<file path="config.mk">
export PLATFORM = sky130hd
export DESIGN_NAME = mux_16_flat
export DESIGN_NICKNAME = d
export VERILOG_FILES = /design/src/rtl/mux_16_if.sv /design/src/rtl/mux_16.sv /design/src/flat_wrapper.sv
export SDC_FILE = /design/constraint.sdc
export NUM_CORES = 1
export LEC_CHECK = 0
export ABC_AREA = 1
export BUFFER_PORTS_ARGS = -buffer_cell sky130_fd_sc_hd__buf_2
export CAP_MARGIN = 20
export CORE_AREA = 2 2 116 118
export CTS_CLUSTER_SIZE = 30
export DETAILED_ROUTE_END_ITERATION = 7
export DIE_AREA = 0 0 118 120
export MAX_ROUTING_LAYER = met4
export SYNTH_ARGS = -nofsm -noshare
export SYNTH_HDL_FRONTEND = slang
export SYNTH_SLANG_ARGS = --single-unit
</file>
<file path="constraint.sdc">
create_clock -name clk -period 1.36 [get_ports clk]
set_input_delay 0.204 -clock clk [delete_from_list [all_inputs] [get_ports clk]]
set_output_delay 0.204 -clock clk [all_outputs]
set_load 0.005 [all_outputs]
</file>
<file path="src/rtl/mux_16_if.sv">
// mux_16_if: operand-select bus between the register-file read port and its consumers.
// Revision: 1.0
`default_nettype none

interface mux_16_if #(
   parameter int WIDTH = 16
);
   logic [3:0]       select;
   logic [WIDTH-1:0] data_out0;
   logic [WIDTH-1:0] data_out1;
   logic [WIDTH-1:0] data_out2;
   logic [WIDTH-1:0] data_out3;
   logic [WIDTH-1:0] data_out4;
   logic [WIDTH-1:0] data_out5;
   logic [WIDTH-1:0] data_out6;
   logic [WIDTH-1:0] data_out7;
   logic [WIDTH-1:0] data_out8;
   logic [WIDTH-1:0] data_out9;
   logic [WIDTH-1:0] data_out10;
   logic [WIDTH-1:0] data_out11;
   logic [WIDTH-1:0] data_out12;
   logic [WIDTH-1:0] data_out13;
   logic [WIDTH-1:0] data_out14;
   logic [WIDTH-1:0] data_out15;
   logic             capture;
   logic [WIDTH-1:0] out;
   logic [WIDTH-1:0] out_q;
   logic [3:0]       sel_q;

   modport master (
      output select, capture,
      output data_out0, data_out1, data_out2,  data_out3,  data_out4,  data_out5,  data_out6,  data_out7,
      output data_out8, data_out9, data_out10, data_out11, data_out12, data_out13, data_out14, data_out15,
      input  out, out_q, sel_q
   );

   modport slave (
      input  select, capture,
      input  data_out0, data_out1, data_out2,  data_out3,  data_out4,  data_out5,  data_out6,  data_out7,
      input  data_out8, data_out9, data_out10, data_out11, data_out12, data_out13, data_out14, data_out15,
      output out, out_q, sel_q
   );
endinterface

`default_nettype wire

</file>
<file path="src/rtl/mux_16.sv">
// mux_16: 16-way register-file read mux with an optional capture register for operand and index.
// Revision: 1.0
`default_nettype none

module mux_16 #(
   parameter int WIDTH = 16
) (
   input  wire logic clk,
   input  wire logic reset,
   mux_16_if.slave   bus
);
   localparam int c_NUM_IN = 16;

   logic [WIDTH-1:0] w_data [c_NUM_IN];
   logic [WIDTH-1:0] w_out;
   logic [WIDTH-1:0] r_out_q;
   logic [3:0]       r_sel_q;

   assign w_data[0]  = bus.data_out0;
   assign w_data[1]  = bus.data_out1;
   assign w_data[2]  = bus.data_out2;
   assign w_data[3]  = bus.data_out3;
   assign w_data[4]  = bus.data_out4;
   assign w_data[5]  = bus.data_out5;
   assign w_data[6]  = bus.data_out6;
   assign w_data[7]  = bus.data_out7;
   assign w_data[8]  = bus.data_out8;
   assign w_data[9]  = bus.data_out9;
   assign w_data[10] = bus.data_out10;
   assign w_data[11] = bus.data_out11;
   assign w_data[12] = bus.data_out12;
   assign w_data[13] = bus.data_out13;
   assign w_data[14] = bus.data_out14;
   assign w_data[15] = bus.data_out15;

   // All 16 select codes are legal, so a plain index is a complete decode.
   assign w_out = w_data[bus.select];

   always_ff @(posedge clk or posedge reset) begin
      if (reset) begin
         r_out_q <= '0;
         r_sel_q <= 4'h0;
      end else if (bus.capture) begin
         r_out_q <= w_out;
         r_sel_q <= bus.select;
      end
   end

   assign bus.out   = w_out;
   assign bus.out_q = r_out_q;
   assign bus.sel_q = r_sel_q;

endmodule

`default_nettype wire

</file>
<file path="src/flat_wrapper.sv">
// flat-port wrapper written by rule: the top's interface ports become plain ports
module mux_16_flat 
#(
   parameter int WIDTH = 16
)
  (clk, reset, bus_select, bus_capture, bus_data_out0, bus_data_out1, bus_data_out2, bus_data_out3, bus_data_out4, bus_data_out5, bus_data_out6, bus_data_out7, bus_data_out8, bus_data_out9, bus_data_out10, bus_data_out11, bus_data_out12, bus_data_out13, bus_data_out14, bus_data_out15, bus_out, bus_out_q, bus_sel_q);
  mux_16_if #(.WIDTH(WIDTH)) bus_i ();
  input  wire logic clk;
  input  wire logic reset;
  input wire logic [$bits(bus_i.select)-1:0] bus_select;
  input wire logic [$bits(bus_i.capture)-1:0] bus_capture;
  input wire logic [$bits(bus_i.data_out0)-1:0] bus_data_out0;
  input wire logic [$bits(bus_i.data_out1)-1:0] bus_data_out1;
  input wire logic [$bits(bus_i.data_out2)-1:0] bus_data_out2;
  input wire logic [$bits(bus_i.data_out3)-1:0] bus_data_out3;
  input wire logic [$bits(bus_i.data_out4)-1:0] bus_data_out4;
  input wire logic [$bits(bus_i.data_out5)-1:0] bus_data_out5;
  input wire logic [$bits(bus_i.data_out6)-1:0] bus_data_out6;
  input wire logic [$bits(bus_i.data_out7)-1:0] bus_data_out7;
  input wire logic [$bits(bus_i.data_out8)-1:0] bus_data_out8;
  input wire logic [$bits(bus_i.data_out9)-1:0] bus_data_out9;
  input wire logic [$bits(bus_i.data_out10)-1:0] bus_data_out10;
  input wire logic [$bits(bus_i.data_out11)-1:0] bus_data_out11;
  input wire logic [$bits(bus_i.data_out12)-1:0] bus_data_out12;
  input wire logic [$bits(bus_i.data_out13)-1:0] bus_data_out13;
  input wire logic [$bits(bus_i.data_out14)-1:0] bus_data_out14;
  input wire logic [$bits(bus_i.data_out15)-1:0] bus_data_out15;
  output wire logic [$bits(bus_i.out)-1:0] bus_out;
  output wire logic [$bits(bus_i.out_q)-1:0] bus_out_q;
  output wire logic [$bits(bus_i.sel_q)-1:0] bus_sel_q;
  assign bus_i.select = bus_select;
  assign bus_i.capture = bus_capture;
  assign bus_i.data_out0 = bus_data_out0;
  assign bus_i.data_out1 = bus_data_out1;
  assign bus_i.data_out2 = bus_data_out2;
  assign bus_i.data_out3 = bus_data_out3;
  assign bus_i.data_out4 = bus_data_out4;
  assign bus_i.data_out5 = bus_data_out5;
  assign bus_i.data_out6 = bus_data_out6;
  assign bus_i.data_out7 = bus_data_out7;
  assign bus_i.data_out8 = bus_data_out8;
  assign bus_i.data_out9 = bus_data_out9;
  assign bus_i.data_out10 = bus_data_out10;
  assign bus_i.data_out11 = bus_data_out11;
  assign bus_i.data_out12 = bus_data_out12;
  assign bus_i.data_out13 = bus_data_out13;
  assign bus_i.data_out14 = bus_data_out14;
  assign bus_i.data_out15 = bus_data_out15;
  assign bus_out = bus_i.out;
  assign bus_out_q = bus_i.out_q;
  assign bus_sel_q = bus_i.sel_q;
  mux_16 #(.WIDTH(WIDTH)) u_core (.clk(clk), .reset(reset), .bus(bus_i));
endmodule
</file>
# Word level (Yosys, flattened, before mapping)
# Index checks and enable logic that the tools add are counted.
[word_totals]
inputBits = 263
wordCells = 7
output_inout_bits = 36
regBits = 20
[classes]
mux = 3
bitwise = 1
n_lt_le_gt_ge = 1
[op_table]
columns = ["op", "n"]
rows = [
  ["16-bit binary-select mux with 4-bit select", 1],
  ["16-bit 2-to-1 mux", 2],
  ["5-bit greater-or-equal comparator (second input constant)", 1],
  ["4-bit NOT with 5-bit output", 1],
]

# Depth between registers and ports, before layout
# Gate-level depths: netlist of the first run.
[logic_depth]
ltp_word = 4
ltp_mapped = 11
mapped_depth_nobuf = 9

# Worst setup path after synthesis of the first run
# No wires, ideal clock.
[synth_path]
kind = "input to register"
from = "in bus_select[2]"
to = "reg u_core.r_out_q[10], in the netlist u_core.bus.out_q[10]"
stages = 8
slack_ns = 0.187
setup_time_ns = 0.117
t_arrival_ns = 1.056
cell_sequence = "buf_2 -> inv_1 -> buf_1 -> nand3_1 -> nand3_1 -> nand2_1 -> nand2_1 -> nand2_1"
[synth_between]
elab_chain_len = 4
[synth_rtl]
columns = ["item", "line", "text"]
rows = [
  ["start: declaration", "flat_wrapper.sv:10", "input wire logic [$bits(bus_i.select)-1:0] bus_select;"],
  ["4-bit NOT with 5-bit output (not written as such)", "mux_16.sv:37", "assign w_out = w_data[bus.select];"],
  ["16-bit binary-select mux with 4-bit select", "mux_16.sv:37", ""],
  ["16-bit 2-to-1 mux (not written as such) (2 in a row)", "mux_16.sv:37", ""],
  ["named net bus_out[10]", "flat_wrapper.sv:28", "output wire logic [$bits(bus_i.out)-1:0] bus_out;"],
  ["end signal: assignment", "mux_16.sv:44", "r_out_q <= w_out;"],
  ["end: declaration", "mux_16.sv:16", "logic [WIDTH-1:0] r_out_q;"],
]
# The timed path passes the listed nets, and every way through them passes these cells. The select of a mux whose other input is x is not followed.
# A chain may end at the register's enable or synchronous reset.

# Worst setup path in the final report of the first run
[layout_path]
from = "in bus_select[0]"
to = "out bus_out[4]"
[layout_between]
elab_chain_len = 4
[layout_rtl]
columns = ["item", "line"]
rows = [
  ["4-bit NOT with 5-bit output (not written as such)", "mux_16.sv:37"],
  ["16-bit binary-select mux with 4-bit select", "mux_16.sv:37"],
  ["16-bit 2-to-1 mux (not written as such) (2 in a row)", "mux_16.sv:37"],
  ["end: declaration", "flat_wrapper.sv:28"],
]
# No other way between the ends. The select of a mux whose other input is x is not followed.

==> results.cfg, run 1 <==
[sta]
fin_crit_sh_pct = 109.4
setup_tns_ns = -1.619
rsz0062_at_grt = true
tightest_slew_ns = 0.3871
hold_viol_final = 0
setup_slack_ns = -0.1272
fmax_mhz = 672.4
worst_clock_skew_ns = 0
setup_viol = 16
drv_slew = 0
final.min_clock_period_ns = 1.487
relSlewSlack_pct = 74.20

[floorplan]
num_rows = 42
dieArea_mm2 = 0.01416
start_util_pct = 30.64
die_x_um = 118
die_height_um = 120
coreArea_mm2 = 0.01298
io_pins = 299

[synthesis]
syn-num-nets = 1121
synthFlopType = dfrtp_1
synth_common_cells = nand2_1, inv_1, nand3_1, buf_2, dfrtp_1
yosysWarnings = 0
yosysSeqAreaShare_pct = 12.58
yosys-top-cells-area = nand2_1, nand3_1, inv_1, dfrtp_1, buf_2
mappedNetlistArea_mm2 = 0.003978
synth_edf_count = 0
synth_seq_cells = 20
postSynthAreaPerCell_um2 = 4.636
synthCells = 858
synth_top_area_share_pct = 36.62
post-synth-top-area-cell = nand2_1
synth.most_common_cell = nand2_1
ys_types = 12
synth_async_sr_flop_share_pct = 100.0

[clocking]
htreeDepth = 1
clock_sink_count = 20
clk_latency_ns = 0.26
cts_tree = built
path_clk_slew_ns = 0.06
cts_buffers = 3
ctsRootBufferMaster = clkbuf_16
cts_buffer_depth = 2

[power_and_ir_drop]
seq_power_share_pct = 19.3
p_int_mw = 2.191
p_comb_share_pct = 62.1
pwr-share-clk_pct = 18.6
p_sw_mw = 1.477
p_per_area_mw_per_mm2 = 504.9
p_leak_nw = 4.652
p_sw_share_pct = 40.25
ir_drop_mv = 0.4529

[cells_and_area]
nets = 1423
fin_area_mm2 = 0.007264
regArea_um2 = 500.5
utilization_pct = 55.97
syn_to_final_growth_pct = 82.64
multi_input_area_mm2 = 0.003176
num-fill-cells = 1389
drive_above_1_share_pct = 44.43

[global_routing]
antenna_found_initial = 1
track_usage_pct = 28.71
grt_pass1_wl_um = 31140
grt_pass1_vias = 6078
grt_max_degree = 48
grt-ovfl-total = 0

[detailed_routing]
viasPerCell = 4.700
ant_nets = 0
vias = 6279
wl_um = 20960
dr.max_layer_used = met4
wl_met1_um = 8397
wl_per_cell_um = 15.69
dr_wl_met3_um = 1248
dr.first_iter.drc_count = 415
wl_met2_um = 10520
dr.pass1.iters = 5
drcViolationCount = 0

[hold_path]
min_path_type = in2reg

[critical_path]
cp.arrival_ns = 1.28
worstPathRequired_ns = 1.16
crit_top_cell = nand2_1
critPathLaunchType = primary input
crit_path_top_delay_cell = clkbuf_16
max_stage_delay_ns = 0.16
critPathKind = in2out
crit_fanout = 8
critical_path.cell_chain = buf_16 -> clkinv_16 -> buf_12 -> clkbuf_16 -> nand2_2 -> nand2_1 -> nand2_1 -> nand3_1 -> nand3_2 -> nand2_4 -> buf_6
end_kind = primary output

[outcome]
violations = setup timing
outcome = finished with violations

[placed_design]
place.gp.congestion = 0.9319
dp_hpwl_um = 15200
preCtsSetupSlack_ns = -0.2760
numPortBuffers = 298
placed_area_mm2 = 0.005776

[job]
drv_cap = 0
cell families (layout without fill, tap and decap cells):
kind of cell | count (synthesis) | after routing | share of synthesized area [%]
compound gates | 4 | 4 | 0.5033
buf+inv | 254 | 555 | 26.14
other cells | 0 | 1 | 0
flops | 20 | 20 | 12.58
simple gates | 580 | 580 | 60.77
what timing repair did:
| item | in CTS | in global routing |
|---|---|---|
| endpoints found under the hold margin | 20 | 0 |
| hold buffers | 1 | 0 |
| pin swaps | 25 | 37 |
| buffers inserted | 7 | 4 |
| gates resized for setup | 144 | 87 |
| endpoints found under the setup margin | 16 | 17 |
| gates cloned | 9 | 4 |
registers in the layout (all words and copies together), names as in the netlist:
name	count
u_core.bus.sel_q	4
u_core.bus.out_q	16
stage by stage:
step / hold WS (ns) / instances / power (mW)
after floorplan: 0.1678 / 858 / 1.574
after global placement: 0.2496 / 1308 / 2.443
after detailed placement: 0.2510 / 1308 / 2.440
after CTS: 0.3495 / 1329 / 3.473
after global routing: 0.3784 / 1336 / 3.910
final: 0.3610 / 1336 / 3.668
routing by layer:
layer  track usage, %  up-vias
li1                 -     3130
met1            32.59     2794
met2            52.25      305
met3            3.089       50
met4            10.39        0
met5                -        -
path summary, 6_finish.rpt:
kind,slack (ns),depth (start not counted),to,from
worst max-delay path,-0.13,11,bus_out[4],bus_select[0]
worst min-delay path,0.36,3,u_core.bus.out_q[2]$_DFFE_PP0P_,bus_capture
worst max register to register,0.74,2,u_core.bus.sel_q[3]$_DFFE_PP0P_,u_core.bus.sel_q[3]$_DFFE_PP0P_
worst min register to register,0.47,2,u_core.bus.out_q[6]$_DFFE_PP0P_,u_core.bus.out_q[6]$_DFFE_PP0P_
max in group asynchronous,0.60,4,u_core.bus.out_q[10]$_DFFE_PP0P_,reset
min in group asynchronous,0.55,4,u_core.bus.out_q[0]$_DFFE_PP0P_,reset
worst max-delay path: cells and delay by family:
kind                   cells  cell delay [ns]
AND/OR/NAND/NOR            6             0.40
buffers and inverters      5             0.67
cells in the final DEF (no fill, tap or decap), types with 4 or more instances in the layout:
master	instances
nand3_4	6
o21ai_0	4
nand3_1	93
buf_16	12
buf_2	289
nand3_2	93
buf_4	14
inv_1	194
dfrtp_1	20
nand2_2	46
buf_6	14
clkbuf_16	7
buf_8	6
buf_12	13
nand2_4	11
nand2_1	331
power groups by stage:
stage | clock network (mW) | logic [mW] | registers (mW)
global route | 0.714 | 2.48 | 0.716
global placement | 0 | 1.73 | 0.715
floorplan | 0 | 0.850 | 0.724
CTS | 0.684 | 2.08 | 0.707
finish | 0.681 | 2.28 | 0.708
detailed placement | 0 | 1.72 | 0.716
cell type report:
| type | instances | area share, % |
|---|---|---|
| repair buffers | 353 | 34.41 |
| clock buffers | 4 | 1.223 |
| inverters | 198 | 10.70 |
| flip-flops and latches | 20 | 6.889 |
| multi-input cells | 584 | 43.71 |
| well taps | 176 | 3.031 |
| diodes | 1 | 0.03445 |
Note: power is estimated with default switching activity, not from simulation.
==> run 2: changes to the inputs <==
BUFFER_PORTS_ARGS = -buffer_cell sky130_fd_sc_hd__clkbuf_2   (was -buffer_cell sky130_fd_sc_hd__buf_2)
MAX_ROUTING_LAYER = unset   (was met4)
==> results.cfg, run 2 (same netlist as run 1, synthesis figures left out) <==
[critical_path]
reg2reg_from = u_core.bus.sel_q[1]$_DFFE_PP0P_
r2r_end = u_core.bus.sel_q[1]$_DFFE_PP0P_
ff2ff_path_depth = 2
max_stage_delay_ns = 0.19
crit_fanout = 8
critPathLaunchType = primary input
critPathKind = in2out
critPathTopFamily = buffers and inverters
end_kind = primary output
critical_path.cell_chain = buf_16 -> clkbuf_16 -> clkbuf_16 -> nand2_1 -> nand2_1 -> nand2_1 -> nand3_1 -> nand3_2 -> nand2_4 -> buf_6
rrSetupSlack_ns = 0.68
worstPathRequired_ns = 1.16
worst-path-buf-inv = 4
crit_path_top_delay_cell = clkbuf_16
crit_top_cell = nand2_1
cp.arrival_ns = 1.30

[outcome]
violations = setup timing
outcome = finished with violations

[detailed_routing]
wl_per_cell_um = 15.79
ant_nets = 0
drcViolationCount = 0
dr.pass1.iters = 6
viasPerCell = 4.726
dr.first_iter.drc_count = 379
wl_um = 21400
vias = 6404

[hold_path]
whs_path_depth = 3
min_path_type = in2reg
holdPathEnd = u_core.bus.out_q[6]$_DFFE_PP0P_
min_from = bus_capture

[sta]
relSlewSlack_pct = 77.10
tightest_slew_ns = 0.3434
setup_slack_ns = -0.1472
rsz0062_at_grt = true
hold_viol_final = 0
fin_crit_sh_pct = 110.8
fmax_mhz = 663.5
final.min_clock_period_ns = 1.507
drv_slew = 0
worst_clock_skew_ns = 0
setup_viol = 16

[cells_and_area]
nets = 1443
drive_above_1_share_pct = 48.60
utilization_pct = 59.53
diodes = 0
final_cell_mix = nand2_1, clkbuf_2, inv_1
final_common_cell = nand2_1
syn_to_final_growth_pct = 94.27
num-fill-cells = 1291
largest_reg_flops = 16
fin_area_mm2 = 0.007727

[power_and_ir_drop]
pwr-share-clk_pct = 20.8
seq_power_share_pct = 18.0
ir_drop_mv = 0.4844
totalPowerFinal_mw = 3.942
p_leak_nw = 4.932
p_sw_mw = 1.538
p_per_area_mw_per_mm2 = 510.1
p_int_mw = 2.403
p_sw_share_pct = 39.03
p_comb_share_pct = 61.2

[global_routing]
gr-usage-met3_pct = 4.420
grt-busiest-layer = met2
met2_usage_pct = 53.09
antenna_found_initial = 0
grt_pass1_wl_um = 30930
use_met1_pct = 31.26
grt_pass1_vias = 6086
track_usage_pct = 27.48
grt_max_degree = 49
grt-ovfl-total = 0

[placed_design]
dp_hpwl_um = 15320
place.gp.congestion = 0.9244
placed_area_mm2 = 0.005951
numPortBuffers = 298

[floorplan]
start_util_pct = 30.64
die_x_um = 118
num_rows = 42
coreArea_mm2 = 0.01298
dieArea_mm2 = 0.01416
die_height_um = 120
io_pins = 299

[clocking]
cts_tree = built
htreeDepth = 1
ctsRootBufferMaster = clkbuf_16
path_clk_slew_ns = 0.06
cts_buffers = 3
clock_sink_count = 20
cts_buffer_depth = 2
clk_latency_ns = 0.25

[job]
drv_cap = 0
## run 2: changes by cell type in the layout (fill, tap and decap cells not counted), sizes merged
cell / delta
bufbuf: +1
bufinv: +1
inv: +2
clkbuf: +295
diode: -1
buf: -278
clkinv: -1
## run 2: tightest hold or removal path, delay by kind of cell
family | cells | cell delay (ns)
buffers and inverters | 1 | 0.13
AND/OR/NAND/NOR | 2 | 0.12
## run 2: final cells by class
| type | instances | area [um^2] | share of cell area, % |
|---|---|---|---|
| tap | 176 | 220.2 | 2.850 |
| sequential | 20 | 500.5 | 6.477 |
| clock buffer | 3 | 75.07 | 0.9715 |
| inverter | 198 | 767.0 | 9.926 |
| clock inverter | 1 | 30.03 | 0.3886 |
| timing repair buffer | 372 | 2750 | 35.59 |
| multi-input combinational | 584 | 3368 | 43.59 |
| timing repair inverter | 1 | 16.27 | 0.2105 |
## run 2: power groups by stage
stage	combinational (mW)	clock, mW	sequential (mW)
floorplan	0.850	0	0.724
global placement	1.79	0	0.716
detailed placement	1.78	0	0.718
CTS	2.09	0.824	0.707
global route	2.63	0.849	0.718
finish	2.41	0.821	0.708
## run 2: metal layers
| layer | wire length (um) | vias up |
|---|---|---|
| met5 | 0 | - |
| met4 | 614 | 0 |
| met3 | 1547 | 44 |
| met2 | 11020 | 327 |
| met1 | 8210 | 2855 |
| li1 | - | 3178 |
## run 2: timing repair
action	4_1_cts	5_1_grt
hold buffers	1	0
resized for setup	105	158
cloned	10	10
pin swaps	24	77
setup buffers	3	5
endpoints found under the hold margin	20	0
setup endpoints to repair	16	16
## run 2: worst max path at each step
stage / slack [ns] / cells after the start / to / start
final: -0.15 / 10 / bus_out[5] / bus_select[0]
after global routing: -0.17 / 10 / bus_out[5] / bus_select[0]
after CTS: -0.10 / 10 / bus_out[11] / bus_select[0]
after detailed placement: -0.27 / 10 / bus_out[2] / bus_select[0]
after global placement: -0.27 / 10 / bus_out[2] / bus_select[0]
after floorplan: 0.19 / 8 / u_core.bus.out_q[10]$_DFFE_PP0P_ / bus_select[2]
## run 2: through the flow
| step | TNS [ns] | instances | setup slack, ns | hold WS [ns] |
|---|---|---|---|---|
| after floorplan | 0 | 858 | 0.1866 | 0.1678 |
| after global routing | -2.240 | 1355 | -0.1738 | 0.2480 |
| final | -1.559 | 1355 | -0.1472 | 0.2365 |
| after global placement | -5.885 | 1323 | -0.2665 | 0.2257 |
| after CTS | -1.298 | 1341 | -0.1011 | 0.2412 |
| after detailed placement | -6.169 | 1323 | -0.2652 | 0.2312 |
==> run 3: changes to the inputs <==
BUFFER_PORTS_ARGS = unset   (was -buffer_cell sky130_fd_sc_hd__clkbuf_2)
DONT_BUFFER_PORTS = 1   (was unset)
==> results.cfg, run 3 (same netlist as run 1, synthesis figures left out) <==
[outcome]
outcome = completed

[critical_path]
cp.arrival_ns = 1.15
ff2ff_path_depth = 2
critPathLaunchType = primary input
max_stage_delay_ns = 0.20
worstPathRequired_ns = 1.16
crit_end = bus_out[12]
crit_fanout = 129
critical_path.cell_chain = clkinv_8 -> buf_16 -> nand2_1 -> nand3_1 -> nand3_1 -> nand3_1 -> nand2_1
critPathKind = in2out
r2r_end = u_core.bus.sel_q[1]$_DFFE_PP0P_
cp-startpoint = bus_select[0]
end_kind = primary output
reg2reg_from = u_core.bus.sel_q[1]$_DFFE_PP0P_
crit_path_top_delay_cell = buf_16
rrSetupSlack_ns = 0.67
crit_top_cell = nand3_1

[detailed_routing]
wl_um = 16850
drcViolationCount = 0
dr.pass1.iters = 6
ant_nets = 0
vias = 4855
dr.first_iter.drc_count = 280
wl_per_cell_um = 16.84
viasPerCell = 4.850

[placed_design]
placed_area_mm2 = 0.004099
place.gp.congestion = 0.8991
numPortBuffers = 0
dp_hpwl_um = 13290

[floorplan]
coreArea_mm2 = 0.01298
num_rows = 42
start_util_pct = 30.64
die_x_um = 118
die_height_um = 120
io_pins = 299
dieArea_mm2 = 0.01416

[global_routing]
grt-ovfl-total = 0
grt_pass1_vias = 4708
track_usage_pct = 23.04
grt_pass1_wl_um = 25230
antenna_found_initial = 0
grt_max_degree = 130

[clocking]
cts_buffer_depth = 2
cts_tree = built
htreeDepth = 1
ctsRootBufferMaster = clkbuf_16
path_clk_slew_ns = 0.06
clock_sink_count = 20
cts_buffers = 3
clk_latency_ns = 0.25
cts_setup_buffers = 0

[sta]
relSlewSlack_pct = 82.22
drv_slew = 0
setup_viol = 0
fmax_mhz = 739.5
worst_clock_skew_ns = 0
hold_viol_final = 0
fin_crit_sh_pct = 99.43
tightest_slew_ns = 0.2667
final.min_clock_period_ns = 1.352
hold_slack_ns = 0.05919
rsz0062_at_grt = true

[power_and_ir_drop]
p_per_area_mw_per_mm2 = 577.0
p_sw_mw = 0.9809
p_int_mw = 1.537
p_sw_share_pct = 38.96
seq_power_share_pct = 29.5
ir_drop_mv = 0.4468
pwr-share-clk_pct = 26.8
p_leak_nw = 2.881
p_comb_share_pct = 43.7

[cells_and_area]
drive_above_1_share_pct = 5.455
largest_reg_flops = 16
syn_to_final_growth_pct = 9.720
final_cell_mix = nand2_1, inv_1, nand3_1
final_common_cell = nand2_1
num-fill-cells = 1517
fin_area_mm2 = 0.004364
utilization_pct = 33.62
nets = 1089
diodes = 0

[job]
drv_cap = 0

[hold_path]
min_path_type = in2reg
## run 3: through the flow
| stage | instances | setup WS (ns) | setup TNS, ns | power [mW] |
|---|---|---|---|---|
| 2_1_floorplan | 858 | 0.1866 | 0 | 1.574 |
| 3_3_place_gp | 994 | -0.05091 | -0.07385 | 1.796 |
| 3_5_place_dp | 994 | -0.06286 | -0.1636 | 1.799 |
| 4_1_cts | 1001 | -0.02305 | -0.09362 | 2.526 |
| 5_1_grt | 1001 | -0.01059 | -0.02034 | 2.709 |
| 6_report | 1001 | 0.007756 | 0 | 2.518 |
## run 3: layout make-up
cell class / count / area, um^2 / area share [%]
inverters: 198 / 755.7 / 17.32
repair buffers: 19 / 271.5 / 6.221
multi-input cells: 584 / 2527 / 57.91
flip-flops and latches: 20 / 500.5 / 11.47
clock buffers: 4 / 88.84 / 2.036
well taps: 176 / 220.2 / 5.046
## run 3: worst min-delay path by stage
| stage | cells after the start | to | slack (ns) | from |
|---|---|---|---|---|
| 3_5_place_dp | 2 | u_core.bus.sel_q[2]$_DFFE_PP0P_ | 0.15 | reset |
| 3_3_place_gp | 2 | u_core.bus.sel_q[2]$_DFFE_PP0P_ | 0.14 | reset |
| 2_1_floorplan | 1 | u_core.bus.out_q[0]$_DFFE_PP0P_ | 0.17 | reset |
| 4_1_cts | 2 | u_core.bus.out_q[3]$_DFFE_PP0P_ | 0.06 | bus_capture |
| 6_report | 2 | u_core.bus.out_q[11]$_DFFE_PP0P_ | 0.06 | bus_capture |
| 5_1_grt | 2 | u_core.bus.out_q[10]$_DFFE_PP0P_ | 0.07 | bus_capture |
## run 3: layer usage
metal	wire length [um]	up-vias	global-route usage [%]
li1	-	2457	-
met1	6468	2105	25.08
met2	8817	269	44.73
met3	1118	24	4.515
met4	450	0	6.852
met5	0	-	0
## run 3: worst max-delay path: cells and delay by family
family | cells | cell delay [ns]
and+or+nand+nor | 5 | 0.57
buffers and inverters | 2 | 0.32
## run 3: what timing repair did
action | 4_1_cts | 5_1_grt
hold buffers | 1 | 0
endpoints found under the setup margin | 1 | 16
pin swaps | 0 | 6
endpoints found under the hold margin | 20 | 0
gates resized for setup | 10 | 19
cloned | 2 | 0
## run 3: power by group through the flow
stage	logic (mW)	clock network (mW)	registers, mW
6_report	1.10	0.676	0.742
5_1_grt	1.26	0.706	0.746
4_1_cts	1.10	0.683	0.742
3_5_place_dp	1.05	0	0.751
3_3_place_gp	1.05	0	0.749
2_1_floorplan	0.850	0	0.724
